--- src/rtl/incr_decr_pattern_gen.sv ---
// Burst pattern generator (INCR/DECR/HOLD/JUMP) with an optional series-detector reference.
// Define INCR_DECR_PATTERN_GEN_EXPECT_EN to build the prev register and exp_* flags.
module incr_decr_pattern_gen (
    input  logic       clk,
    input  logic       reset,
    input  logic       start,
    input  logic [1:0] mode,
    input  logic [3:0] seed,
    input  logic [3:0] count,
    input  logic [3:0] jump,
    output logic [3:0] data,
    output logic       valid,
    output logic       busy,
    output logic       done,
    output logic       exp_incr,
    output logic       exp_decr,
    output logic       exp_error
);

    typedef enum logic [1:0] {
        StIdle = 2'd0,
        StRun  = 2'd1,
        StDone = 2'd2
    } state_t;

    localparam logic [1:0] ModeIncr = 2'b00;
    localparam logic [1:0] ModeDecr = 2'b01;
    localparam logic [1:0] ModeHold = 2'b10;
    localparam logic [1:0] ModeJump = 2'b11;

    state_t     r_state;
    logic [1:0] r_mode;
    logic [3:0] r_jump_eff;
    logic [3:0] r_left;

    state_t     w_state_nxt;
    logic [1:0] w_mode_nxt;
    logic [3:0] w_jump_nxt;
    logic [3:0] w_left_nxt;
    logic [3:0] w_data_nxt;
    logic       w_valid_nxt;
    logic       w_busy_nxt;
    logic       w_done_nxt;
    logic [3:0] w_step;
    logic [3:0] w_data_adv;

    always_comb begin
        w_step = 4'd0;
        case (r_mode)
            ModeIncr: w_step = 4'd1;
            ModeDecr: w_step = 4'hF;
            ModeHold: w_step = 4'd0;
            ModeJump: w_step = r_jump_eff;
            default:  w_step = 4'd0;
        endcase
    end

    assign w_data_adv = data + w_step;

    always_comb begin
        w_state_nxt = r_state;
        w_mode_nxt  = r_mode;
        w_jump_nxt  = r_jump_eff;
        w_left_nxt  = r_left;
        w_data_nxt  = data;
        w_valid_nxt = 1'b0;
        w_busy_nxt  = 1'b0;
        w_done_nxt  = 1'b0;
        case (r_state)
            StIdle: begin
                if (start) begin
                    w_state_nxt = StRun;
                    w_mode_nxt  = mode;
                    w_jump_nxt  = (jump < 4'd2) ? 4'd2 : jump;
                    // Samples still owed after the seed; count=0 wraps to 15, i.e. 16 in total.
                    w_left_nxt  = count - 4'd1;
                    w_data_nxt  = seed;
                    w_valid_nxt = 1'b1;
                    w_busy_nxt  = 1'b1;
                end
            end
            StRun: begin
                w_busy_nxt = 1'b1;
                if (r_left == 4'd0) begin
                    w_state_nxt = StDone;
                    w_done_nxt  = 1'b1;
                end else begin
                    w_data_nxt  = w_data_adv;
                    w_valid_nxt = 1'b1;
                    w_left_nxt  = r_left - 4'd1;
                end
            end
            StDone: begin
                w_state_nxt = StIdle;
            end
            default: begin
                w_state_nxt = StIdle;
            end
        endcase
    end

    always_ff @(posedge clk) begin
        if (reset) begin
            r_state    <= StIdle;
            r_mode     <= ModeIncr;
            r_jump_eff <= 4'd2;
            r_left     <= 4'd0;
            data       <= 4'd0;
            valid      <= 1'b0;
            busy       <= 1'b0;
            done       <= 1'b0;
        end else begin
            r_state    <= w_state_nxt;
            r_mode     <= w_mode_nxt;
            r_jump_eff <= w_jump_nxt;
            r_left     <= w_left_nxt;
            data       <= w_data_nxt;
            valid      <= w_valid_nxt;
            busy       <= w_busy_nxt;
            done       <= w_done_nxt;
        end
    end

`ifdef INCR_DECR_PATTERN_GEN_EXPECT_EN
    logic [3:0] r_prev;
    logic       w_up;
    logic       w_dn;
    logic       w_eq;

    // Unwrapped compare: 15->0 and 0->15 fall through to the error flag.
    assign w_up = ({1'b0, data} == ({1'b0, r_prev} + 5'd1));
    assign w_dn = (({1'b0, data} + 5'd1) == {1'b0, r_prev});
    assign w_eq = (data == r_prev);

    always_ff @(posedge clk) begin
        if (reset) begin
            r_prev    <= 4'd0;
            exp_incr  <= 1'b0;
            exp_decr  <= 1'b0;
            exp_error <= 1'b0;
        end else begin
            r_prev    <= data;
            exp_incr  <= w_up;
            exp_decr  <= w_dn;
            exp_error <= ~(w_up | w_dn | w_eq);
        end
    end
`else
    assign exp_incr  = 1'b0;
    assign exp_decr  = 1'b0;
    assign exp_error = 1'b0;
`endif

endmodule
--- config.mk ---
export PLATFORM = sky130hd
export DESIGN_NAME = incr_decr_pattern_gen
export DESIGN_NICKNAME = d
export VERILOG_FILES = /design/src/rtl/incr_decr_pattern_gen.sv
export SDC_FILE = /design/constraint.sdc
export NUM_CORES = 1
export LEC_CHECK = 0
export ABC_AREA = 1
export BUFFER_PORTS_ARGS = -buffer_cell sky130_fd_sc_hd__buf_2
export CORE_MARGIN = 3
export CORE_UTILIZATION = 45
export DETAILED_ROUTE_END_ITERATION = 8
export GPL_ROUTABILITY_DRIVEN = 0
export GPL_TIMING_DRIVEN = 1
export PLACE_DENSITY = 0.76
export SLEW_MARGIN = 0
export SYNTH_ARGS = -nofsm -noshare
export SYNTH_HDL_FRONTEND = slang
export SYNTH_SLANG_ARGS = --single-unit
--- constraint.sdc ---
create_clock -name clk -period 1.8 [get_ports clk]
set_input_delay 0.27 -clock clk [delete_from_list [all_inputs] [get_ports clk]]
set_output_delay 0.27 -clock clk [all_outputs]
set_load 0.02 [all_outputs]
==> results of run 1 <==
==> worst reg2reg max path, stage by stage (launching register included) <==
cell and delay [ns]:
sky130_fd_sc_hd__dfxtp_1 0.38, sky130_fd_sc_hd__inv_1 0.09, sky130_fd_sc_hd__a21oi_2 0.14, sky130_fd_sc_hd__inv_1 0.07, sky130_fd_sc_hd__fa_1 0.51, sky130_fd_sc_hd__o21ai_1 0.07, sky130_fd_sc_hd__o21ai_0 0.19, sky130_fd_sc_hd__a21oi_1 0.06
==> worst max path at each step <==
stage	from	slack [ns]	to
after floorplan	data[0]	0.28	data[1]
after global placement	r_mode[0]	0.25	data[1]
after detailed placement	r_mode[0]	0.18	data[1]
after CTS	r_mode[0]	0.10	data[1]
after global routing	r_mode[0]	0.05	data[1]
final	r_mode[0]	0.18	data[1]
==> timing repair <==
| item | in CTS | in global routing |
|---|---|---|
| buffers inserted | 0 | 0 |
| resized for setup | 0 | 2 |
| setup endpoints to repair | 0 | 2 |
==> layer usage <==
metal  vias to the layer above  share of wire  track usage
li1                        479              -            -
met1                       414           0.41        0.180
met2                        23           0.51        0.286
met3                         5          0.056       0.0254
met4                         0          0.019       0.0766
met5                         -              0            0
==> layout by cell type (no fill, tap or decap), types with 4 or more instances in the layout <==
| master | n |
|---|---|
| sky130_fd_sc_hd__a21oi_1 | 11 |
| sky130_fd_sc_hd__nand2_1 | 21 |
| sky130_fd_sc_hd__o21ai_0 | 12 |
| sky130_fd_sc_hd__nand3_1 | 8 |
| sky130_fd_sc_hd__buf_2 | 23 |
| sky130_fd_sc_hd__dfxtp_1 | 19 |
| sky130_fd_sc_hd__ha_1 | 4 |
| sky130_fd_sc_hd__nor2_1 | 7 |
| sky130_fd_sc_hd__inv_1 | 19 |
==> registers in the layout, summed over array words and instances (netlist names) <==
| signal | flops |
|---|---|
| r_mode | 2 |
| valid | 1 |
| r_jump_eff | 4 |
| r_left | 4 |
| data | 4 |
| r_state | 2 |
| done | 1 |
| busy | 1 |
==> metrics by stage <==
stage                     setup slack [ns]  hold WS [ns]  instance area (sq um)  total power [mW]
after floorplan                      0.284         0.405                   1010             0.830
after global placement               0.250         0.451                   1120             0.905
after detailed placement             0.176         0.462                   1120             0.922
after CTS                            0.100         0.189                   1150              1.15
after global routing                0.0479         0.212                   1150              1.22
final                                0.176         0.189                   1150              1.14
==> area by class of cell <==
type | instances | area [sq um] | share of cell area
well taps | 27 | 33.8 | 0.0293
repair buffers | 23 | 115 | 0.0999
clock buffers | 4 | 26.3 | 0.0228
multi-input cells | 90 | 512 | 0.444
inverters | 22 | 85.1 | 0.0738
flip-flops and latches | 19 | 380 | 0.330
==> power groups by stage <==
stage	Clock, mW	Combinational, mW	Sequential, mW
2_1_floorplan	0	0.275	0.555
3_3_place_gp	0	0.374	0.531
3_5_place_dp	0	0.389	0.533
4_1_cts	0.228	0.395	0.523
5_1_grt	0.236	0.449	0.531
6_report	0.224	0.393	0.524
==> cell families (layout without fill, tap and decap cells) <==
kind of cell | Yosys count | in the layout | share of synthesized area
compound gates | 34 | 34 | 0.188
xor+xnor | 2 | 2 | 0.0174
fa+ha+maj | 5 | 5 | 0.0696
buf+inv | 28 | 49 | 0.125
flops | 19 | 19 | 0.378
other cells | 1 | 3 | 0.00372
simple gates | 46 | 46 | 0.219
==> impl_table.tex, run 1 <==
\begin{tabular}{lr}
\hline
Metric & Value \\
\hline
\multicolumn{2}{l}{\textbf{Hold path}} \\
\quad Start point of the worst hold path & mode[1] \\
\quad Sink of the worst hold path & r\_mode[1] \\
\quad Instance count along the most critical hold path & 3 \\
\quad Path class of the lowest-slack min-delay path & input port to flip-flop \\
\multicolumn{2}{l}{\textbf{Setup path}} \\
\quad Crit end category & flip-flop \\
\quad Reg-to-reg slack, setup & 0.18 ns \\
\quad Data arrival time of the critical path & 1.83 ns \\
\quad Ordered list of cells on the worst path & inv\_1 > a21oi\_2 > inv\_1 > fa\_1 > o21ai\_1 > o21ai\_0 > a21oi\_1 \\
\quad Critical register-to-register path endpoint & data[1] \\
\quad CP Max Fanout & 4 \\
\quad Worst setup path category & flip-flop to flip-flop \\
\quad Crit path max-delay family & adder cells \\
\quad Max stage delay on crit path & 0.51 ns \\
\quad Logic depth of the worst path, buffers included & 7 \\
\quad Most frequent cell on the critical path & sky130\_fd\_sc\_hd\_\_inv\_1 \\
\quad Type of element launching the critical path & flip-flop \\
\quad Sum of buffers and inverters on the critical path & 2 \\
\quad Required time worst endpoint & 2.00 ns \\
\quad Worst R2R Path Depth & 7 \\
\quad Critical path's slowest cell & sky130\_fd\_sc\_hd\_\_fa\_1 \\
\quad FF-to-FF Start & r\_mode[0] \\
\multicolumn{2}{l}{\textbf{Power and ir drop}} \\
\quad Power density relative to cell area & 990 mW/mm\^{}2 \\
\quad Total internal power & 710 uW \\
\quad Share of total power consumed by net switching & 0.378 \\
\quad Seq pwr share & 0.459 \\
\quad Static power due to leakage & 0.552 nW \\
\quad Clock network fraction of design power & 0.197 \\
\quad Switching power & 431 uW \\
\quad Comb pwr share & 0.344 \\
\quad Maximum VDD drop & 524 uV \\
\multicolumn{2}{l}{\textbf{Floorplanning}} \\
\quad Die Width & 53.3 microns \\
\quad FP Rows & 16 \\
\quad Placeable core area & 0.00204 sq mm \\
\quad Die H & 53.3 microns \\
\quad Starting density of the core & 0.493 \\
\quad Number of top-level pins & 27 \\
\quad Die ar. & 0.00284 sq mm \\
\multicolumn{2}{l}{\textbf{Logic synthesis}} \\
\quad Cell types with the largest area share after synthesis & sky130\_fd\_sc\_hd\_\_dfxtp\_1 (38\%), sky130\_fd\_sc\_hd\_\_nand2\_1 (7.8\%), sky130\_fd\_sc\_hd\_\_inv\_1 (7.1\%) \\
\quad Average footprint of a synthesized cell & 7.46 sq um \\
\quad Library cell with the highest instance count after synthesis & sky130\_fd\_sc\_hd\_\_nand2\_1 \\
\quad Number of instances in the synthesized netlist & 135 \\
\quad Commonest cells post-synth & sky130\_fd\_sc\_hd\_\_nand2\_1 (21), sky130\_fd\_sc\_hd\_\_dfxtp\_1 (19), sky130\_fd\_sc\_hd\_\_inv\_1 (19), sky130\_fd\_sc\_hd\_\_o21ai\_0 (13), sky130\_fd\_sc\_hd\_\_a21oi\_1 (12) \\
\quad Number of enable-type register cells in the synthesized netlist & 0 \\
\quad Share of async-settable or async-resettable flops after synthesis & 0 \\
\quad Synth warn & 0 \\
\quad Prevailing post-synth register cell & sky130\_fd\_sc\_hd\_\_dfxtp\_1 \\
\quad Count of unique library cells instantiated by Yosys & 29 \\
\quad Number of synthesized register bits & 19 \\
\quad Area share of the largest cell type after synthesis & 0.378 \\
\quad Share of synthesized area occupied by flip-flops and latches & 0.378 \\
\quad Total standard cell area after synthesis & 0.00101 sq mm \\
\quad Cell type contributing the most total cell area after synthesis & sky130\_fd\_sc\_hd\_\_dfxtp\_1 \\
\multicolumn{2}{l}{\textbf{Global routing}} \\
\quad Global-route wire length before repair & 3.26 mm \\
\quad Number of antenna violations at the first check in global routing & 0 \\
\quad GRT Residual Overflow & 0 \\
\quad Maximum number of pins on one net before global-route repair & 14 \\
\quad Vias in the first global route & 801 \\
\quad Overall fraction of global-route tracks in use & 0.160 \\
\multicolumn{2}{l}{\textbf{Timing}} \\
\quad Final hold viol count & 0 \\
\quad Setup repair after global routing missed its margin & false \\
\quad Clock Skew & 0.00435 ns \\
\quad Final critical delay including setup and external delays & 1.62 ns \\
\quad Slew Limit Fails & 0 \\
\quad Achievable frequency & 616 MHz \\
\quad Setup tns final & 0 ns \\
\quad Final setup fails & 0 \\
\quad Crit share post-route & 0.902 \\
\multicolumn{2}{l}{\textbf{Clock tree}} \\
\quad TritonCTS clock tree & done \\
\quad Post-CTS Hold Fix Bufs & 0 \\
\quad Clk pin slew, worst setup/hold paths & 0.11 ns \\
\quad Clock latency on the worst-skew pair & 0.31 ns \\
\quad Clock Tree Root & sky130\_fd\_sc\_hd\_\_clkbuf\_4 \\
\quad Inserted Clock Buffers & 3 \\
\quad Maximum level of the CTS H-tree & 1 \\
\quad Max Buffers Root-to-Sink & 2 \\
\quad CTS sink count & 19 \\
\multicolumn{2}{l}{\textbf{Routing}} \\
\quad Average detailed-routed wire length per instance & 11.2 microns \\
\quad DRC violation count after routing & 0 \\
\quad Final WL & 2.07 mm \\
\quad Vias post-DR & 921 \\
\quad First-pass iteration count of the detailed router & 4 \\
\quad First-iteration detailed-routing DRC count & 11 \\
\quad Via density per instance & 4.98 \\
\quad Number of nets with antenna violations after routing & 0 \\
\multicolumn{2}{l}{\textbf{Placed design}} \\
\quad Port Buffers & 23 \\
\quad Estimated wirelength of the detail-placed design & 1.64 mm \\
\quad Placed cell count & 181 \\
\multicolumn{2}{l}{\textbf{Final layout}} \\
\quad Fraction of layout instances using a drive strength above 1 & 0.253 \\
\quad Final Instance Count excl. Fillers & 185 \\
\quad Final net count & 181 \\
\quad Area added between synthesis and finish & 14.4\% \\
\quad Number of inserted diodes & 0 \\
\quad Final core utilization & 0.564 \\
\quad Number of filler cells placed in the layout & 219 \\
\multicolumn{2}{l}{\textbf{Run}} \\
\quad Number of maximum-capacitance constraint violations & 0 \\
\multicolumn{2}{l}{\textbf{Outcome}} \\
\quad Result of the run & finished clean \\
\hline
\end{tabular}
No activity file was read; power rests on OpenSTA's default activity.
==> run 2: changes to the inputs <==
- CORE_UTILIZATION: 45 -> 50
- PLACE_DENSITY: 0.76 -> 0.82
==> run 2 against run 1 <==
  * Setup slack worse by 0.066 ns
  * Combinational power about the same
  * Clock skew up 0.0055 ns
  * Critical path depth unchanged
  * Die area down 8.9%
  * Count of clock-buffer cells in the layout unchanged
  * Hold slack better by 0.018 ns
  * First-iteration DRC count up 120%
  * Fmax down 3.9%
==> impl_table.tex, run 2 (same netlist as run 1, synthesis figures left out) <==
\begin{tabular}{lr}
\hline
Metric & Value \\
\hline
\multicolumn{2}{l}{\textbf{Final layout}} \\
\quad Fraction of layout instances using a drive strength above 1 & 0.259 (was 0.253) \\
\quad Number of filler cells placed in the layout & 186 (was 219) \\
\quad Area added between synthesis and finish & 14.3\% (was 14.4\%) \\
\quad Leading cell type in the layout, fill and taps excluded & sky130\_fd\_sc\_hd\_\_buf\_2 (unchanged) \\
\quad Final core utilization & 0.632 (was 0.564) \\
\quad Final net count & 181 (unchanged) \\
\quad Leading cell types in the layout, fill and taps excluded & sky130\_fd\_sc\_hd\_\_buf\_2 (23), sky130\_fd\_sc\_hd\_\_nand2\_1 (21), sky130\_fd\_sc\_hd\_\_inv\_1 (19), sky130\_fd\_sc\_hd\_\_dfxtp\_1 (18), sky130\_fd\_sc\_hd\_\_o21ai\_0 (13) (was sky130\_fd\_sc\_hd\_\_buf\_2 (23), sky130\_fd\_sc\_hd\_\_nand2\_1 (21), sky130\_fd\_sc\_hd\_\_inv\_1 (19), sky130\_fd\_sc\_hd\_\_dfxtp\_1 (19), sky130\_fd\_sc\_hd\_\_o21ai\_0 (12)) \\
\quad Number of inserted diodes & 0 (unchanged) \\
\quad Largest registers & data (4), r\_jump\_eff (4), r\_left (4) (unchanged) \\
\quad Final Instance Count excl. Fillers & 183 (was 185) \\
\multicolumn{2}{l}{\textbf{Routing}} \\
\quad First-iteration detailed-routing DRC count & 24 (was 11) \\
\quad DRC violation count after routing & 0 (unchanged) \\
\quad Vias post-DR & 934 (was 921) \\
\quad Via density per instance & 5.10 (was 4.98) \\
\quad Average detailed-routed wire length per instance & 12.1 microns (was 11.2 microns) \\
\quad Final WL & 2.21 mm (was 2.07 mm) \\
\quad Number of nets with antenna violations after routing & 0 (unchanged) \\
\quad First-pass iteration count of the detailed router & 5 (was 4) \\
\multicolumn{2}{l}{\textbf{Setup path}} \\
\quad Required time worst endpoint & 2.03 ns (was 2.00 ns) \\
\quad Max stage delay on crit path & 0.43 ns (was 0.51 ns) \\
\quad Data arrival time of the critical path & 1.93 ns (was 1.83 ns) \\
\quad Crit end category & flip-flop (unchanged) \\
\quad Critical path's slowest cell & sky130\_fd\_sc\_hd\_\_dfxtp\_1 (was sky130\_fd\_sc\_hd\_\_fa\_1) \\
\quad Ordered list of cells on the worst path & nand2\_1 > ha\_1 > inv\_1 > fa\_1 > o21ai\_0 > o21ai\_0 > a21oi\_1 (was inv\_1 > a21oi\_2 > inv\_1 > fa\_1 > o21ai\_1 > o21ai\_0 > a21oi\_1) \\
\quad CP Max Fanout & 5 (was 4) \\
\quad Most frequent cell on the critical path & sky130\_fd\_sc\_hd\_\_o21ai\_0 (was sky130\_fd\_sc\_hd\_\_inv\_1) \\
\quad Type of element launching the critical path & flip-flop (unchanged) \\
\quad Sum of buffers and inverters on the critical path & 1 (was 2) \\
\quad Worst setup path category & flip-flop to flip-flop (unchanged) \\
\quad Crit path max-delay family & adder cells (unchanged) \\
\multicolumn{2}{l}{\textbf{Power and ir drop}} \\
\quad Maximum VDD drop & 595 uV (was 524 uV) \\
\quad Static power due to leakage & 0.552 nW (about the same) \\
\quad Power density relative to cell area & 991 mW/mm\^{}2 (was 990 mW/mm\^{}2) \\
\multicolumn{2}{l}{\textbf{Floorplanning}} \\
\quad FP Rows & 15 (was 16) \\
\quad Placeable core area & 0.00182 sq mm (was 0.00204 sq mm) \\
\quad Die H & 50.9 microns (was 53.3 microns) \\
\quad Die Width & 50.9 microns (was 53.3 microns) \\
\quad Die ar. & 0.00259 sq mm (was 0.00284 sq mm) \\
\quad Starting density of the core & 0.553 (was 0.493) \\
\quad Number of top-level pins & 27 (unchanged) \\
\multicolumn{2}{l}{\textbf{Clock tree}} \\
\quad Maximum level of the CTS H-tree & 1 (unchanged) \\
\quad Clk pin slew, worst setup/hold paths & 0.11 ns (about the same) \\
\quad Gates resized, CTS repair & 0 (unchanged) \\
\quad Inserted Clock Buffers & 3 (unchanged) \\
\quad Post-CTS Hold Fix Bufs & 0 (unchanged) \\
\quad Post-CTS setup buffer count & 0 (unchanged) \\
\quad TritonCTS clock tree & done (unchanged) \\
\quad Clock Tree Root & sky130\_fd\_sc\_hd\_\_clkbuf\_4 (unchanged) \\
\quad Clock latency on the worst-skew pair & 0.30 ns (was 0.31 ns) \\
\quad Max Buffers Root-to-Sink & 2 (unchanged) \\
\quad CTS sink count & 19 (unchanged) \\
\multicolumn{2}{l}{\textbf{Global routing}} \\
\quad Maximum number of pins on one net before global-route repair & 14 (unchanged) \\
\quad Vias in the first global route & 852 (was 801) \\
\quad Global-route wire length before repair & 3.69 mm (was 3.26 mm) \\
\quad GRT Residual Overflow & 0 (unchanged) \\
\quad Number of antenna violations at the first check in global routing & 0 (unchanged) \\
\quad Overall fraction of global-route tracks in use & 0.187 (was 0.160) \\
\multicolumn{2}{l}{\textbf{Timing}} \\
\quad Smallest hold slack & 0.207 ns (was 0.189 ns) \\
\quad Final hold viol count & 0 (unchanged) \\
\quad Achievable frequency & 592 MHz (was 616 MHz) \\
\quad Crit share post-route & 0.939 (was 0.902) \\
\quad Final critical delay including setup and external delays & 1.69 ns (was 1.62 ns) \\
\quad Setup tns final & 0 ns (unchanged) \\
\quad Setup repair after global routing missed its margin & false (unchanged) \\
\quad Clock Skew & 0.00984 ns (was 0.00435 ns) \\
\quad Final setup fails & 0 (unchanged) \\
\quad Slew Limit Fails & 0 (unchanged) \\
\multicolumn{2}{l}{\textbf{Placed design}} \\
\quad Estimated wirelength of the detail-placed design & 1.64 mm (unchanged) \\
\quad Placed cell count & 179 (was 181) \\
\quad Port Buffers & 23 (unchanged) \\
\multicolumn{2}{l}{\textbf{Outcome}} \\
\quad Result of the run & finished clean (unchanged) \\
\multicolumn{2}{l}{\textbf{Hold path}} \\
\quad Path class of the lowest-slack min-delay path & input port to flip-flop (unchanged) \\
\multicolumn{2}{l}{\textbf{Run}} \\
\quad Number of maximum-capacitance constraint violations & 0 (unchanged) \\
\hline
\end{tabular}
==> run 2: where the power goes <==
| part | leakage, nW | total (mW) | switching, mW | internal (mW) |
|---|---|---|---|---|
| clock network | 0.0150 | 0.220 | 0.134 | 0.0864 |
| logic | 0.380 | 0.395 | 0.255 | 0.140 |
| registers | 0.158 | 0.526 | 0.0429 | 0.483 |
| total | 0.552 | 1.14 | 0.432 | 0.709 |
==> run 2: path summary, 6_finish.rpt <==
check / endpoint / cells past startpoint / startpoint / slack, ns
setup / recovery: data[1] / 7 / r_mode[1] / 0.11
hold / removal: r_mode[1] / 3 / mode[1] / 0.21
setup reg to reg: data[1] / 7 / r_mode[1] / 0.11
hold reg to reg: r_jump_eff[3] / 2 / r_jump_eff[3] / 0.48
==> run 2: layer usage <==
layer | GRT usage | up-vias | share of wire
li1 | - | 474 | -
met1 | 0.219 | 430 | 0.42
met2 | 0.337 | 27 | 0.52
met3 | 0.0262 | 3 | 0.050
met4 | 0.0807 | 0 | 0.011
met5 | 0 | - | 0
==> run 2: per-stage QoR <==
| stage | total power, mW | worst slack (ns) | area (sq um) |
|---|---|---|---|
| 4_1_cts | 1.14 | 0.142 | 1150 |
| 6_report | 1.14 | 0.110 | 1150 |
| 3_5_place_dp | 0.922 | 0.199 | 1120 |
| 2_1_floorplan | 0.830 | 0.284 | 1010 |
| 3_3_place_gp | 0.906 | 0.258 | 1120 |
| 5_1_grt | 1.21 | 0.00182 | 1150 |
==> run 2: cell type report <==
| cell class | count | area [sq um] | area share |
|---|---|---|---|
| flip-flops and latches | 19 | 382 | 0.332 |
| repair buffers | 23 | 115 | 0.100 |
| multi-input cells | 90 | 512 | 0.445 |
| inverters | 22 | 85.1 | 0.0739 |
| well taps | 25 | 31.3 | 0.0272 |
| clock buffers | 4 | 26.3 | 0.0228 |
==> run 2: worst register-to-register path, stage by stage, from the launching register on <==
cell                      delay, ns
sky130_fd_sc_hd__dfxtp_1       0.43
sky130_fd_sc_hd__nand2_1       0.09
sky130_fd_sc_hd__ha_1          0.20
sky130_fd_sc_hd__inv_1         0.07
sky130_fd_sc_hd__fa_1          0.41
sky130_fd_sc_hd__o21ai_0       0.19
sky130_fd_sc_hd__o21ai_0       0.11
sky130_fd_sc_hd__a21oi_1       0.12
==> run 3: changes to the inputs <==
- ABC_CLOCK_PERIOD_IN_PS: not set -> 1800
- CORE_ASPECT_RATIO: not set -> 1.1
==> run 3 against run 2 <==
  * Hold slack worse by 0.019 ns
  * Core utilization down 0.66 points
  * Die area barely moved
  * Sequential share of layout area fell by 0.14 points
  * First-iteration DRC count shrank 13%
  * Clock skew decreased by 0.0072 ns
==> impl_table.tex, run 3 (same netlist as run 1, synthesis figures left out) <==
\begin{tabular}{lr}
\hline
Metric & Value \\
\hline
\multicolumn{2}{l}{\textbf{Final layout}} \\
\quad Largest registers & data (4), r\_jump\_eff (4), r\_left (4) (unchanged) \\
\quad Number of filler cells placed in the layout & 176 (was 186) \\
\quad Final net count & 181 (unchanged) \\
\quad Area added between synthesis and finish & 14.4\% (was 14.3\%) \\
\quad Leading cell types in the layout, fill and taps excluded & sky130\_fd\_sc\_hd\_\_buf\_2 (23), sky130\_fd\_sc\_hd\_\_nand2\_1 (21), sky130\_fd\_sc\_hd\_\_inv\_1 (19), sky130\_fd\_sc\_hd\_\_dfxtp\_1 (19), sky130\_fd\_sc\_hd\_\_o21ai\_0 (13) (was sky130\_fd\_sc\_hd\_\_buf\_2 (23), sky130\_fd\_sc\_hd\_\_nand2\_1 (21), sky130\_fd\_sc\_hd\_\_inv\_1 (19), sky130\_fd\_sc\_hd\_\_dfxtp\_1 (18), sky130\_fd\_sc\_hd\_\_o21ai\_0 (13)) \\
\quad Fraction of layout instances using a drive strength above 1 & 0.253 (was 0.259) \\
\quad Number of inserted diodes & 0 (unchanged) \\
\quad Leading cell type in the layout, fill and taps excluded & sky130\_fd\_sc\_hd\_\_buf\_2 (unchanged) \\
\multicolumn{2}{l}{\textbf{Routing}} \\
\quad Vias post-DR & 909 (was 934) \\
\quad Number of nets with antenna violations after routing & 0 (unchanged) \\
\quad Average detailed-routed wire length per instance & 10.8 microns (was 12.1 microns) \\
\quad Via density per instance & 4.91 (was 5.10) \\
\quad First-pass iteration count of the detailed router & 4 (was 5) \\
\quad Final WL & 2.00 mm (was 2.21 mm) \\
\quad First-iteration detailed-routing DRC count & 21 (was 24) \\
\quad WL met1 & 928 microns (was 927 microns) \\
\quad Routed length on met2 & 939 microns (was 1.15 mm) \\
\quad DRC violation count after routing & 0 (unchanged) \\
\quad Highest metal layer with signal wires & met4 (unchanged) \\
\quad Metal3 WL & 91 microns (was 111 microns) \\
\multicolumn{2}{l}{\textbf{Floorplanning}} \\
\quad Placeable core area & 0.00184 sq mm (was 0.00182 sq mm) \\
\quad Number of top-level pins & 27 (unchanged) \\
\quad FP Rows & 16 (was 15) \\
\quad Die H & 53.1 microns (was 50.9 microns) \\
\quad Starting density of the core & 0.547 (was 0.553) \\
\quad Die ar. & 0.00259 sq mm (about the same) \\
\quad Die Width & 48.8 microns (was 50.9 microns) \\
\multicolumn{2}{l}{\textbf{Setup path}} \\
\quad Type of element launching the critical path & flip-flop (unchanged) \\
\quad Crit end category & flip-flop (unchanged) \\
\quad Worst setup path category & flip-flop to flip-flop (unchanged) \\
\quad Critical path's slowest cell & sky130\_fd\_sc\_hd\_\_dfxtp\_1 (unchanged) \\
\quad Most frequent cell on the critical path & sky130\_fd\_sc\_hd\_\_o21ai\_0 (unchanged) \\
\quad CP Max Fanout & 5 (unchanged) \\
\quad Required time worst endpoint & 2.04 ns (was 2.03 ns) \\
\quad Sum of buffers and inverters on the critical path & 1 (unchanged) \\
\quad Crit path max-delay family & adder cells (unchanged) \\
\quad Ordered list of cells on the worst path & nand2\_1 > ha\_1 > inv\_1 > fa\_1 > o21ai\_0 > o21ai\_0 > a21oi\_1 (unchanged) \\
\quad Max stage delay on crit path & 0.43 ns (about the same) \\
\quad Data arrival time of the critical path & 1.95 ns (was 1.93 ns) \\
\multicolumn{2}{l}{\textbf{Timing}} \\
\quad Min setup slack post-route & 0.0956 ns (was 0.110 ns) \\
\quad Slew Limit Fails & 0 (unchanged) \\
\quad Setup tns final & 0 ns (unchanged) \\
\quad Final hold viol count & 0 (unchanged) \\
\quad Final critical delay including setup and external delays & 1.70 ns (was 1.69 ns) \\
\quad Setup repair after global routing missed its margin & false (unchanged) \\
\quad Crit share post-route & 0.947 (was 0.939) \\
\quad Smallest hold slack & 0.189 ns (was 0.207 ns) \\
\quad Achievable frequency & 587 MHz (was 592 MHz) \\
\quad Final setup fails & 0 (unchanged) \\
\quad Clock Skew & 0.00265 ns (was 0.00984 ns) \\
\multicolumn{2}{l}{\textbf{Clock tree}} \\
\quad Maximum level of the CTS H-tree & 1 (unchanged) \\
\quad CTS sink count & 19 (unchanged) \\
\quad Clk pin slew, worst setup/hold paths & 0.11 ns (about the same) \\
\quad Post-CTS setup buffer count & 0 (unchanged) \\
\quad Inserted Clock Buffers & 3 (unchanged) \\
\quad TritonCTS clock tree & done (unchanged) \\
\quad Clock latency on the worst-skew pair & 0.30 ns (about the same) \\
\quad Clock Tree Root & sky130\_fd\_sc\_hd\_\_clkbuf\_4 (unchanged) \\
\quad Max Buffers Root-to-Sink & 2 (unchanged) \\
\multicolumn{2}{l}{\textbf{Placed design}} \\
\quad Estimated wirelength of the detail-placed design & 1.53 mm (was 1.64 mm) \\
\quad Port Buffers & 23 (unchanged) \\
\quad Setup WS pre-CTS & 0.182 ns (was 0.199 ns) \\
\multicolumn{2}{l}{\textbf{Power and ir drop}} \\
\quad Static power due to leakage & 0.552 nW (about the same) \\
\quad Maximum VDD drop & 589 uV (was 595 uV) \\
\quad Power Total & 1.14 mW (about the same) \\
\quad Power density relative to cell area & 985 mW/mm\^{}2 (was 991 mW/mm\^{}2) \\
\multicolumn{2}{l}{\textbf{Hold path}} \\
\quad Path class of the lowest-slack min-delay path & input port to flip-flop (unchanged) \\
\multicolumn{2}{l}{\textbf{Global routing}} \\
\quad GRT Residual Overflow & 0 (unchanged) \\
\quad Maximum number of pins on one net before global-route repair & 14 (unchanged) \\
\quad Global-route wire length before repair & 3.31 mm (was 3.69 mm) \\
\quad Number of antenna violations at the first check in global routing & 0 (unchanged) \\
\quad Overall fraction of global-route tracks in use & 0.166 (was 0.187) \\
\quad Vias in the first global route & 806 (was 852) \\
\multicolumn{2}{l}{\textbf{Run}} \\
\quad Number of maximum-capacitance constraint violations & 0 (unchanged) \\
\multicolumn{2}{l}{\textbf{Outcome}} \\
\quad Result of the run & finished clean (unchanged) \\
\hline
\end{tabular}
## run 3: cell counts in the layout (fill, tap and decap cells not counted)
No cell type changed its count.
## run 3: worst paths after layout
path | startpoint | cells past startpoint | slack [ns] | end
setup reg to reg | r_mode[1] | 7 | 0.1 | data[1]
hold / removal | mode[1] | 3 | 0.19 | r_mode[1]
hold reg to reg | r_jump_eff[3] | 2 | 0.46 | r_jump_eff[3]
setup / recovery | r_mode[1] | 7 | 0.1 | data[1]
## run 3: worst min-delay path: stages
cell and delay [ns]:
sky130_fd_sc_hd__buf_2 0.08, sky130_fd_sc_hd__nor2_1 0.03, sky130_fd_sc_hd__nor2_1 0.08
## run 3: cell type report
| type | count | area (sq um) | share of cell area |
|---|---|---|---|
| clock buffers | 4 | 26.3 | 0.0228 |
| inverters | 22 | 85.1 | 0.0738 |
| multi-input cells | 90 | 512 | 0.444 |
| flip-flops and latches | 19 | 380 | 0.330 |
| well taps | 27 | 33.8 | 0.0293 |
| repair buffers | 23 | 115 | 0.0999 |
## run 3: power breakdown
part | switching [mW] | internal, mW | total (mW) | leakage, nW
clock network | 0.136 | 0.0865 | 0.222 | 0.0150
logic | 0.249 | 0.140 | 0.390 | 0.380
registers | 0.0407 | 0.483 | 0.524 | 0.157
total | 0.426 | 0.710 | 1.14 | 0.552
## run 3: through the flow
step                      cell area [sq um]  utilization  cells
after floorplan                        1010            -    137
after global placement                 1120        0.609    181
after detailed placement               1120        0.609    181
after CTS                              1150        0.624    185
after global routing                   1150        0.626    185
final                                  1150        0.626    185
## run 3: per-layer routing
layer	vias to the layer above	track usage
met5	-	0
met4	0	0.0711
met3	6	0.0310
met2	25	0.294
met1	400	0.197
li1	478	-
## run 3: timing repair
| item | CTS | global route |
|---|---|---|
| hold buffers | 0 | 0 |
| resized for setup | 0 | 1 |
| hold endpoints to repair | 0 | 0 |
| setup endpoints to repair | 0 | 1 |
